## src/rtl/s_pg_serial_sub_pkg.sv

```systemverilog
// Shared types and defaults for the bit-serial signed subtractor.
package s_pg_serial_sub_pkg;

  localparam int N_DEF = 16;

  typedef enum logic [1:0] {
    IDLE = 2'd0,
    RUN  = 2'd1,
    DONE = 2'd2
  } state_t;

endpackage

```

## src/rtl/pg_sub_cell.sv

```systemverilog
// One propagate/generate full-adder slice; the serial subtractor reuses it every cycle.
module pg_sub_cell (
  input  logic a_i,
  input  logic nb_i,
  input  logic cin,
  output logic p,
  output logic g,
  output logic s,
  output logic cout
);

  assign p    = a_i ^ nb_i;
  assign g    = a_i & nb_i;
  assign s    = p ^ cin;
  assign cout = g | (p & cin);

endmodule

```

## src/rtl/s_pg_serial_sub.sv

```systemverilog
// Bit-serial signed subtractor: out = a - b as a + ~b + 1, one bit per cycle, LSB first.
module s_pg_serial_sub
  import s_pg_serial_sub_pkg::*;
#(
  parameter int N = N_DEF
) (
  input  logic         clk,
  input  logic         rst_n,
  input  logic         in_valid,
  output logic         in_ready,
  input  logic [N-1:0] a,
  input  logic [N-1:0] b,
  output logic         out_valid,
  input  logic         out_ready,
  output logic [N:0]   out,
  output logic         busy
);

  localparam int CW = $clog2(N);

  state_t         state, state_nxt;
  logic [CW-1:0]  cnt;
  logic [N-1:0]   a_sh, nb_sh;
  logic [N-1:0]   res_lo;
  logic           res_msb;
  logic           carry;
  logic           last;
  logic           p, g, s, cout;

  assign last = (cnt == CW'(N - 1));

  pg_sub_cell u_cell (
    .a_i  (a_sh[0]),
    .nb_i (nb_sh[0]),
    .cin  (carry),
    .p    (p),
    .g    (g),
    .s    (s),
    .cout (cout)
  );

  // NOTE: every output gets a default before the case, so no path can infer a latch.
  always_comb begin
    state_nxt = state;
    in_ready  = 1'b0;
    out_valid = 1'b0;
    busy      = 1'b0;
    case (state)
      IDLE: begin
        in_ready = 1'b1;
        if (in_valid) state_nxt = RUN;
      end
      RUN: begin
        busy = 1'b1;
        if (last) state_nxt = DONE;
      end
      DONE: begin
        out_valid = 1'b1;
        busy      = 1'b1;
        if (out_ready) state_nxt = IDLE;
      end
      default: state_nxt = IDLE;
    endcase
  end

  // NOTE: non-blocking assignments so every flop samples pre-edge values, independent of statement order.
  always_ff @(posedge clk) begin
    if (!rst_n) begin
      state   <= IDLE;
      cnt     <= '0;
      a_sh    <= '0;
      nb_sh   <= '0;
      carry   <= 1'b0;
      res_lo  <= '0;
      res_msb <= 1'b0;
    end else begin
      state <= state_nxt;
      case (state)
        IDLE: begin
          if (in_valid) begin
            a_sh  <= a;
            nb_sh <= ~b;
            carry <= 1'b1;  // the +1 of the two's-complement negation of b
            cnt   <= '0;
          end
        end
        RUN: begin
          a_sh   <= a_sh >> 1;
          nb_sh  <= nb_sh >> 1;
          carry  <= cout;
          res_lo <= {s, res_lo[N-1:1]};
          if (last) begin
            // Sign-extended top bit: the (N+1)-bit result can never overflow.
            res_msb <= p ^ cout;
          end else begin
            cnt <= cnt + 1'b1;
          end
        end
        default: ;
      endcase
    end
  end

  assign out = {res_msb, res_lo};

endmodule

```

## config.mk

```make
export PLATFORM = sky130hd
export DESIGN_NAME = s_pg_serial_sub
export DESIGN_NICKNAME = d
export VERILOG_FILES = /design/src/rtl/s_pg_serial_sub_pkg.sv /design/src/rtl/pg_sub_cell.sv /design/src/rtl/s_pg_serial_sub.sv
export SDC_FILE = /design/constraint.sdc
export NUM_CORES = 1
export LEC_CHECK = 0
export ABC_AREA = 1
export ABC_CLOCK_PERIOD_IN_PS = 1700
export BUFFER_PORTS_ARGS = -buffer_cell sky130_fd_sc_hd__buf_4
export CORE_MARGIN = 10
export CORE_UTILIZATION = 50
export DETAILED_ROUTE_END_ITERATION = 10
export PLACE_DENSITY = 0.75
export SYNTH_ARGS = -nofsm -noshare
export SYNTH_HDL_FRONTEND = slang
export SYNTH_SLANG_ARGS = --single-unit
```

## constraint.sdc

```tcl
create_clock -name clk -period 1.7 [get_ports clk]
set_input_delay 0.085 -clock clk [delete_from_list [all_inputs] [get_ports clk]]
set_output_delay 0.085 -clock clk [all_outputs]
set_load 0.03 [all_outputs]
```

* After elaboration in Yosys (flattened, before gate mapping)
Index checks and enable logic that the tools add are counted.
Cells by class: add/subtract/negate cells 1, equality and inequality tests 7, multiplexer cells 16, bitwise gates (word level) 7, reduce and logical (&&, ||, !) cells 7
Operators with widths (count):
- 16-bit one-hot mux with 2 select lines | 2
- 16-bit 2-to-1 mux | 2
- 16-bit inverter | 1
- 4-bit 2-to-1 mux | 2
- 2-bit inequality test, second input constant | 4
- 4-bit one-hot mux with 2 select lines | 1
- 2-bit 2-to-1 mux | 3
- 2-bit one-hot mux with 3 select lines | 1
- 3-bit AND reduction | 2
- 4-bit by 1-bit adder with 4-bit output, second input constant | 1
- 4-bit == test, second input constant | 1
- 1-bit 2-to-1 mux | 4
- 2-bit AND reduction | 2
- 1-bit XOR | 3
- 1-bit AND | 2
- 2-bit by 1-bit == test with 1-bit output, second input constant | 1
- 2-bit == test, second input constant | 1
- 2-bit logical NOT | 1
- 1-bit one-hot mux with 2 select lines | 1
- 2-bit nonzero test | 1
- 2-bit OR reduction | 1
- 1-bit OR | 1
Storage, ports and cells: flip-flop bits (word level) 56, input port bits 36, output and inout port bits 20, logic and storage cells 45

* Depth between registers and ports, before layout
Gate-level depths: netlist of run 1.
depth after elaboration 4, gate-level depth with buffers 10

* Hierarchy
A second synthesis of run 1 with hierarchy kept.
Unflattened totals: cells, all modules 365, area, all modules 2528.7 µm²
Modules (own cells, without submodules):
- s_pg_serial_sub | instances 1, cells an instance 363, area an instance 2496.1 µm², sequential area each 1121.1 µm²
- pg_sub_cell | instances 1, cells an instance 2, area an instance 32.5 µm², sequential area each 0.0 µm²

* Least setup slack after synthesis of run 1
No wires, ideal clock.
kind register to register, from register state[0], to register nb_sh[15], setup time 0.114 ns, data arrival time 1.387 ns, path slack 0.199 ns, stages on the path, launching flop included 10, buffers on the path 2, cell sequence dfxtp_1 -> inv_1 -> ha_1 -> inv_1 -> nand2_2 -> nand2_4 -> buf_6 -> buf_6 -> o21ai_1 -> nor2_1
On the way: longest elaborated chain between the ends 3, elaborated cells between the ends (all ways) 6
RTL lines:
- from (decl) | RTL line s_pg_serial_sub.sv:21 | state_t state, state_nxt;
- from (signal assigned) | RTL line s_pg_serial_sub.sv:77 | state <= state_nxt;
- 2-bit by 1-bit == test with 1-bit output / 2-bit logical NOT (equally long branches) | RTL line s_pg_serial_sub.sv:78 | case (state)
- 2-bit nonzero test (no line) / 2-bit inequality test (equally long branches)
- 2-bit AND reduction (no line)
- to (signal assigned) | RTL line s_pg_serial_sub.sv:82 | nb_sh <= ~b;
- to (signal assigned) | RTL line s_pg_serial_sub.sv:89 | nb_sh <= nb_sh >> 1;
- to (decl) | RTL line s_pg_serial_sub.sv:23 | logic [N-1:0] a_sh, nb_sh;
Several ways; a longest one is shown, not always the timed one. A chain may end at the register's enable or synchronous reset.

* Worst setup path after layout of run 1
from register state[1], to register cnt[1]
On the way: longest elaborated chain between the ends 3, elaborated cells between the ends (all ways) 7
RTL lines:
- 2-bit by 1-bit == test with 1-bit output / 2-bit logical NOT (equally long branches) | RTL line s_pg_serial_sub.sv:78
- 2-bit inequality test (no line) / 2-bit nonzero test (equally long branches)
- 3-bit AND reduction (no line)
- to (signal assigned) | RTL line s_pg_serial_sub.sv:96 | cnt <= cnt + 1'b1;
- to (decl) | RTL line s_pg_serial_sub.sv:22 | logic [CW-1:0] cnt;
Several ways; a longest one is shown, not always the timed one.

==> Implementation_results.wiki, run 1 <==
{| class="wikitable"
! Metric !! Value
|-
| Utilization after layout || 0.635
|-
| Rel. slew slack || 0.699
|-
| Aggregate global routing overflow || 0
|-
| Capturing point of the worst reg2reg path || cnt[1]$_SDFFE_PN0P_
|-
| Row cnt || 25
|-
| Commonest cells after routing, fill and taps aside || nor2_1 (98), nand2_1 (77), buf_4 (58)
|-
| Core area || 0.00479 sq mm
|-
| Final #Nets || 449
|-
| Die outline width || 90.9 um
|-
| Power density relative to cell area || 1900 mW/mm^2
|-
| Arr. time, crit path || 1.79 ns
|-
| Final ANT Viol Nets || 0
|-
| Die Y-Extent || 90.9 um
|-
| Clock buffers created by TritonCTS || 5
|-
| Number of hold violations in the final report || 0
|-
| Worst-skew pair later-pin latency || 0.31 ns
|-
| Global router's overall resource usage || 0.143
|-
| Hold Startpoint || b[15]
|-
| Worst r2r path cells || 7
|-
| Commonest non-fill, non-tap cell in the layout || nor2_1
|-
| Hold Path End || nb_sh[15]$_SDFFE_PN0P_
|-
| Reported max-cap violation count || 0
|-
| # port buffers || 55
|-
| Worst clock skew || 0.00699 ns
|-
| Number of antenna diodes || 0
|-
| Synthesized netlist cell count || 363
|-
| Fillers || 458
|-
| Clock Path Buffers || 2
|-
| Routed vias/inst || 4.96
|-
| Routed Wire Length || 5970 um
|-
| Worst-case vdd ir drop || 0.947 mV
|-
| Min Tclk post-route || 1.55 ns
|-
| Worst-path clk slew || 0.10 ns
|-
| Synth Area per Inst || 6.92 sq um
|-
| Sequential fraction of the synthesis area || 0.446
|-
| Number of antenna violations at the first check in global routing || 0
|-
| Vias in the first global route || 2187
|-
| Cell at the root of the clock tree || clkbuf_8
|-
| Count of cells along the worst hold path || 4
|-
| DRT Pass-1 Iters || 4
|-
| Starting Density || 0.525
|-
| H-Tree Depth || 2
|-
| DIE AREA || 0.00826 sq mm
|-
| Setup CP Type || flip-flop to flip-flop
|-
| Placed wire-length estimate after detailed placement || 3850 um
|-
| Final RePlAce weighted congestion || 0.787
|-
| Worst Path Max Fanout || 28
|-
| Initial DRC Count || 176
|-
| Routed wire length per instance || 12.6 um
|-
| Number of warnings issued by yosys || 0
|-
| Run status || complete, no violations
|-
| Via total after detailed routing || 2349
|-
| Design Power || 5.77 mW
|-
| First-pass GRT wire length || 10100 um
|-
| Syn nets || 405
|-
| Post-route design area || 0.00304 sq mm
|-
| Leakage Power || 1.45 nW
|-
| Pin count of the biggest net entering global routing || 57
|-
| Setup slack on the worst flop-to-flop path || 0.15 ns
|-
| Post-detailed-route DRC marker count || 0
|-
| Share of post-route cells with drive strength above 1 || 0.177
|-
| Count of unique library cells instantiated by Yosys || 19
|-
| Slew at the pin closest to its max-slew limit || 0.451 ns
|-
| Required time of the critical path || 1.94 ns
|-
| Cell area after synthesis || 0.00251 sq mm
|-
| Minimum hold slack || 0.0660 ns
|-
| Synthesis-stage register bit count || 56
|-
| Max-slew violation total from the final report || 0
|-
| Final clock period utilization by the worst path || 0.914
|-
| Crit start category || flip-flop
|-
| Clock Sinks || 56
|-
| Crit Reg-Reg Startpoint || state[1]$_SDFFE_PN0P_
|-
| Placed cell area || 0.00293 sq mm
|-
| F_max || 644 MHz
|-
| Endpoint class of the critical path || flip-flop
|-
| Setup ws final || 0.147 ns
|-
| I/O Pins || 56
|-
| Clock tree from TritonCTS || built
|-
| Pre-CTS setup slack || 0.125 ns
|-
| Worst hold path type || primary input to flip-flop
|-
| Number of setup violations in the final report || 0
|-
| Syn-to-layout area delta || 20.9%
|}
worst max-delay path: stages, from the launching register on:
cell	delay, ns
dfxtp_1	0.34
inv_1	0.08
ha_2	0.31
buf_12	0.20
nand4_1	0.21
nand2_1	0.17
nand2_1	0.06
a21oi_1	0.11
layer usage:
| layer | wire, um | up-vias | track usage |
|---|---|---|---|
| met4 | 87 | 0 | 0.0548 |
| li1 | - | 1232 | - |
| met2 | 2850 | 58 | 0.232 |
| met1 | 2740 | 1052 | 0.184 |
| met5 | 0 | - | 0 |
| met3 | 292 | 7 | 0.0274 |
synthesized netlist by cell type:
master     n  share of area
a21oi_1    7          0.014
clkbuf_1   7          0.010
nand2_1   77           0.11
nand4_1    4          0.010
buf_6      4          0.018
o21ai_1   21          0.042
inv_2      2         0.0030
clkbuf_2   1         0.0020
nand2_2    1         0.0025
nand2_4    1         0.0045
nor2_1    98           0.15
buf_4      2         0.0060
o21ai_0   46          0.092
dfxtp_1   56           0.45
ha_1       4          0.020
fa_1       2          0.016
nand3_1    7          0.014
buf_2     10          0.020
inv_1     13          0.019
cells by family (layout without fill, tap and decap cells):
group                    after synthesis  in the layout  share of synthesized area
buffers and inverters                 39             83                     0.0786
AO/OA/AOI/OAI                         74             74                      0.147
AND/OR/NAND/NOR                      188            188                      0.292
adder cells (fa/ha/maj)                6              6                     0.0358
flip-flops                            56             56                      0.446
worst max-delay path by stage:
| stage | endpoint | slack (ns) | from |
|---|---|---|---|
| 6_report | cnt[1]$_SDFFE_PN0P_ | 0.15 | state[1]$_SDFFE_PN0P_ |
| 5_1_grt | cnt[3]$_SDFFE_PN0P_ | -0.005 | state[1]$_SDFFE_PN0P_ |
| 4_1_cts | a_sh[15]$_SDFFE_PN0P_ | 0.11 | state[0]$_SDFFE_PN0P_ |
| 3_5_place_dp | a_sh[15]$_SDFFE_PN0P_ | 0.13 | state[0]$_SDFFE_PN0P_ |
| 3_3_place_gp | a_sh[15]$_SDFFE_PN0P_ | 0.19 | state[0]$_SDFFE_PN0P_ |
| 2_1_floorplan | nb_sh[15]$_SDFFE_PN0P_ | 0.20 | state[0]$_SDFFE_PN0P_ |
layout make-up:
cell class,instances,area [sq um],share of cell area
clock buffer,6,72.6,0.0239
inverter,15,58.8,0.0193
timing repair buffer,61,500,0.165
sequential,56,1120,0.369
tap,67,83.8,0.0276
multi-input combinational,268,1200,0.394
clock inverter,1,5.00,0.00165
per-stage QoR:
| step | std cells | TNS, ns |
|---|---|---|
| 5_1_grt | 474 | -0.00504 |
| 4_1_cts | 473 | 0 |
| 3_3_place_gp | 466 | 0 |
| 6_report | 474 | 0 |
| 3_5_place_dp | 466 | 0 |
| 2_1_floorplan | 363 | 0 |
where the power goes:
part	switching, mW	internal, mW
clock network	0.414	0.282
registers	0.319	1.84
logic	1.85	1.06
flip-flops by register name, summed over array words and instances (netlist names):
register and count:
cnt 4, res_msb 1, a_sh 16, res_lo 16, nb_sh 16, carry 1, state 2
timing repair:
item / in CTS / in global routing
resized for setup: 0 / 2
setup endpoints to repair: 0 / 12
buffers inserted: 0 / 0
hold buffers: 0 / 0
No activity file was read; power rests on OpenSTA's default activity.
==> run 2, diff against run 1 <==
--- a/config.mk
+++ b/config.mk
@@ -6,7 +6,7 @@
 export NUM_CORES = 1
 export LEC_CHECK = 0
 export ABC_AREA = 1
-export ABC_CLOCK_PERIOD_IN_PS = 1700
+export ABC_CLOCK_PERIOD_IN_PS = 1900
 export BUFFER_PORTS_ARGS = -buffer_cell sky130_fd_sc_hd__buf_4
 export CORE_MARGIN = 10
 export CORE_UTILIZATION = 50
==> constraint.sdc (replaced) <==
create_clock -name clk -period 1.9 [get_ports clk]
set_input_delay 0.095 -clock clk [delete_from_list [all_inputs] [get_ports clk]]
set_output_delay 0.095 -clock clk [all_outputs]
set_load 0.02 [all_outputs]
==> run 2 against run 1 <==
  * Die area unchanged
  * Clock power grew 22%
  * Clock skew increased by 0.00087 ns
  * Final area increased by 0.54%
  * Global-route usage decreased by 0.33 points
  * Worst setup slack better by 0.053 ns
  * Final cell count increased by 0.21%
  * Count of clock-buffer cells in the layout is 1 higher
  * Power fell by 11%
  * Sequential cell count unchanged
  * Critical path type unchanged
  * Largest cell class unchanged
  * Highest routed layer unchanged
==> Implementation_results.wiki, run 2 (same netlist as run 1, synthesis figures left out) <==
{| class="wikitable"
! Metric !! Value
|-
| Post-layout instance count excluding filler cells || 475 (+0.21%)
|-
| Accumulated negative setup slack || 0 ns (unchanged)
|-
| Number of gates resized after CTS || 0 (unchanged)
|-
| Syn-to-layout area delta || 21.6%
|-
| Sequential Power Share || 0.376 (+0.002)
|-
| Run status || complete, no violations
|-
| Fillers || 437 (-4.6%)
|-
| Commonest non-fill, non-tap cell in the layout || nor2_1
|-
| Psw || 2.17 mW (-16%)
|-
| Post-route design area || 0.00306 sq mm (+0.54%)
|-
| Final #Nets || 449 (unchanged)
|-
| Number of antenna violations at the first check in global routing || 0 (unchanged)
|-
| Core area || 0.00479 sq mm (unchanged)
|-
| Clk pwr share || 0.165 (+0.044)
|-
| Min Tclk post-route || 1.70 ns (+0.147 ns)
|-
| Routed Wire Length || 5790 um (-3.0%)
|-
| Share of power burned in combinational logic || 0.459 (-0.046)
|-
| Area occupied by multi-input gates || 0.00120 sq mm (unchanged)
|-
| Placed wire-length estimate after detailed placement || 3890 um (+1.1%)
|-
| Initial DRC Count || 121 (-31%)
|-
| Worst Path Max Fanout || 27 (-3.6%)
|-
| Endpoint class of the critical path || flip-flop
|-
| Number of hold violations in the final report || 0 (unchanged)
|-
| Post-detailed-route DRC marker count || 0 (unchanged)
|-
| Setup slack on the worst flop-to-flop path || 0.20 ns (+0.05 ns)
|-
| Internal power contribution || 2.99 mW (-6.1%)
|-
| Clock Path Buffers || 2 (unchanged)
|-
| Required time of the critical path || 2.11 ns (+0.17 ns)
|-
| Combined flip-flop and latch cell area || 0.00112 sq mm (unchanged)
|-
| Share of post-route cells with drive strength above 1 || 0.181 (+0.00447)
|-
| Final clock period utilization by the worst path || 0.895 (-0.0190)
|-
| Via total after detailed routing || 2286 (-2.7%)
|-
| Clock tree from TritonCTS || built
|-
| Arr. time, crit path || 1.91 ns (+0.12 ns)
|-
| # port buffers || 55 (unchanged)
|-
| Placed cell area || 0.00293 sq mm (-0.17%)
|-
| Routed vias/inst || 4.81 (-2.9%)
|-
| Hold buffer count at cts || 0 (unchanged)
|-
| Count of buffers added by post-CTS timing repair for setup || 0 (unchanged)
|-
| Vias in the first global route || 2226 (+1.8%)
|-
| DIE AREA || 0.00826 sq mm (unchanged)
|-
| Placed Cells || 467 (+0.21%)
|-
| Cell at the root of the clock tree || clkbuf_8
|-
| Reported max-cap violation count || 0 (unchanged)
|-
| Setup CP Type || flip-flop to flip-flop
|-
| I/O Pins || 56 (unchanged)
|-
| Final RePlAce weighted congestion || 0.771 (-2.0%)
|-
| Unrepaired setup endpoints after global routing || false
|-
| Starting Density || 0.525 (unchanged)
|-
| Clock buffers created by TritonCTS || 5 (unchanged)
|-
| Worst hold path type || primary input to flip-flop
|-
| Worst-path clk slew || 0.10 ns (about the same)
|-
| Number of setup violations in the final report || 0 (unchanged)
|-
| H-Tree Depth || 2 (unchanged)
|-
| Max-slew violation total from the final report || 0 (unchanged)
|-
| Pin count of the biggest net entering global routing || 61 (+7.0%)
|-
| First-pass GRT wire length || 10000 um (-1.4%)
|-
| Worst clock skew || 0.00786 ns (+0.000866 ns)
|-
| Worst-case vdd ir drop || 0.884 mV (-6.7%)
|-
| F_max || 588 MHz (-8.6%)
|-
| Number of antenna diodes || 0 (unchanged)
|-
| Top Registers || a_sh x16, nb_sh x16, res_lo x16
|-
| Final ANT Viol Nets || 0 (unchanged)
|-
| Die outline width || 90.9 um (unchanged)
|-
| Row cnt || 25 (unchanged)
|-
| Commonest cells after routing, fill and taps aside || nor2_1 (98), nand2_1 (77), buf_4 (60)
|-
| Aggregate global routing overflow || 0 (unchanged)
|-
| DRT Pass-1 Iters || 4 (unchanged)
|-
| Slew at the pin closest to its max-slew limit || 0.454 ns (+0.00278 ns)
|-
| Routed wire length per instance || 12.2 um (-3.2%)
|-
| Power density relative to cell area || 1690 mW/mm^2 (-11%)
|-
| Die Y-Extent || 90.9 um (unchanged)
|-
| Switching power as a share of total power || 0.420 (-0.0285)
|-
| Leakage Power || 1.46 nW (+0.86%)
|-
| Worst-skew pair later-pin latency || 0.31 ns (about the same)
|-
| Crit start category || flip-flop
|-
| Rel. slew slack || 0.697 (-0.00185)
|-
| Clock Sinks || 56 (unchanged)
|-
| Global router's overall resource usage || 0.140 (-0.00332)
|}
## run 2: worst paths after layout
path,startpoint,to,cells past startpoint
worst max register to register,state[0]$_SDFFE_PN0P_,cnt[0]$_SDFFE_PN0P_,9
worst max-delay path,state[0]$_SDFFE_PN0P_,cnt[0]$_SDFFE_PN0P_,9
worst min register to register,res_msb$_SDFFE_PN0P_,res_msb$_SDFFE_PN0P_,2
worst min-delay path,a[15],a_sh[15]$_SDFFE_PN0P_,3
## run 2: per-layer routing
metal / GRT usage / routed length, um / vias up
met5: 0 / 0 / -
met4: 0.0392 / 69 / 0
met3: 0.0391 / 294 / 6
met2: 0.234 / 2630 / 45
li1: - / - / 1230
met1: 0.172 / 2790 / 1005
## run 2: per-stage QoR
step	hold WS, ns	setup WS [ns]	utilization	power (mW)
2_1_floorplan	0.233	0.482	-	3.70
3_3_place_gp	0.387	0.300	0.612	4.28
3_5_place_dp	0.399	0.232	0.612	4.33
4_1_cts	0.0611	0.214	0.638	5.19
5_1_grt	0.0901	0.0676	0.638	5.61
6_report	0.0689	0.200	0.638	5.15
## run 2: final cells by class
class,instances,share of cell area
multi-input combinational,268,0.392
sequential,56,0.367
timing repair buffer,61,0.154
clock buffer,7,0.0315
tap,67,0.0274
inverter,15,0.0184
clock inverter,1,0.00983
## run 2: power by group through the flow
stage / sequential [mW] / clock [mW] / combinational [mW]
global placement: 1.95 / 0 / 2.33
detailed placement: 1.96 / 0 / 2.37
global route: 2.00 / 0.903 / 2.70
floorplan: 2.06 / 0 / 1.64
finish: 1.94 / 0.850 / 2.37
CTS: 1.94 / 0.864 / 2.39
## run 2: critical path: stages (launching register included)
cell and delay [ns]:
dfxtp_1 0.38, inv_1 0.07, ha_1 0.25, inv_1 0.10, nand2_2 0.07, nand2_4 0.13, buf_4 0.31, nand2_1 0.14
nor2_1 0.10, nor2_1 0.05
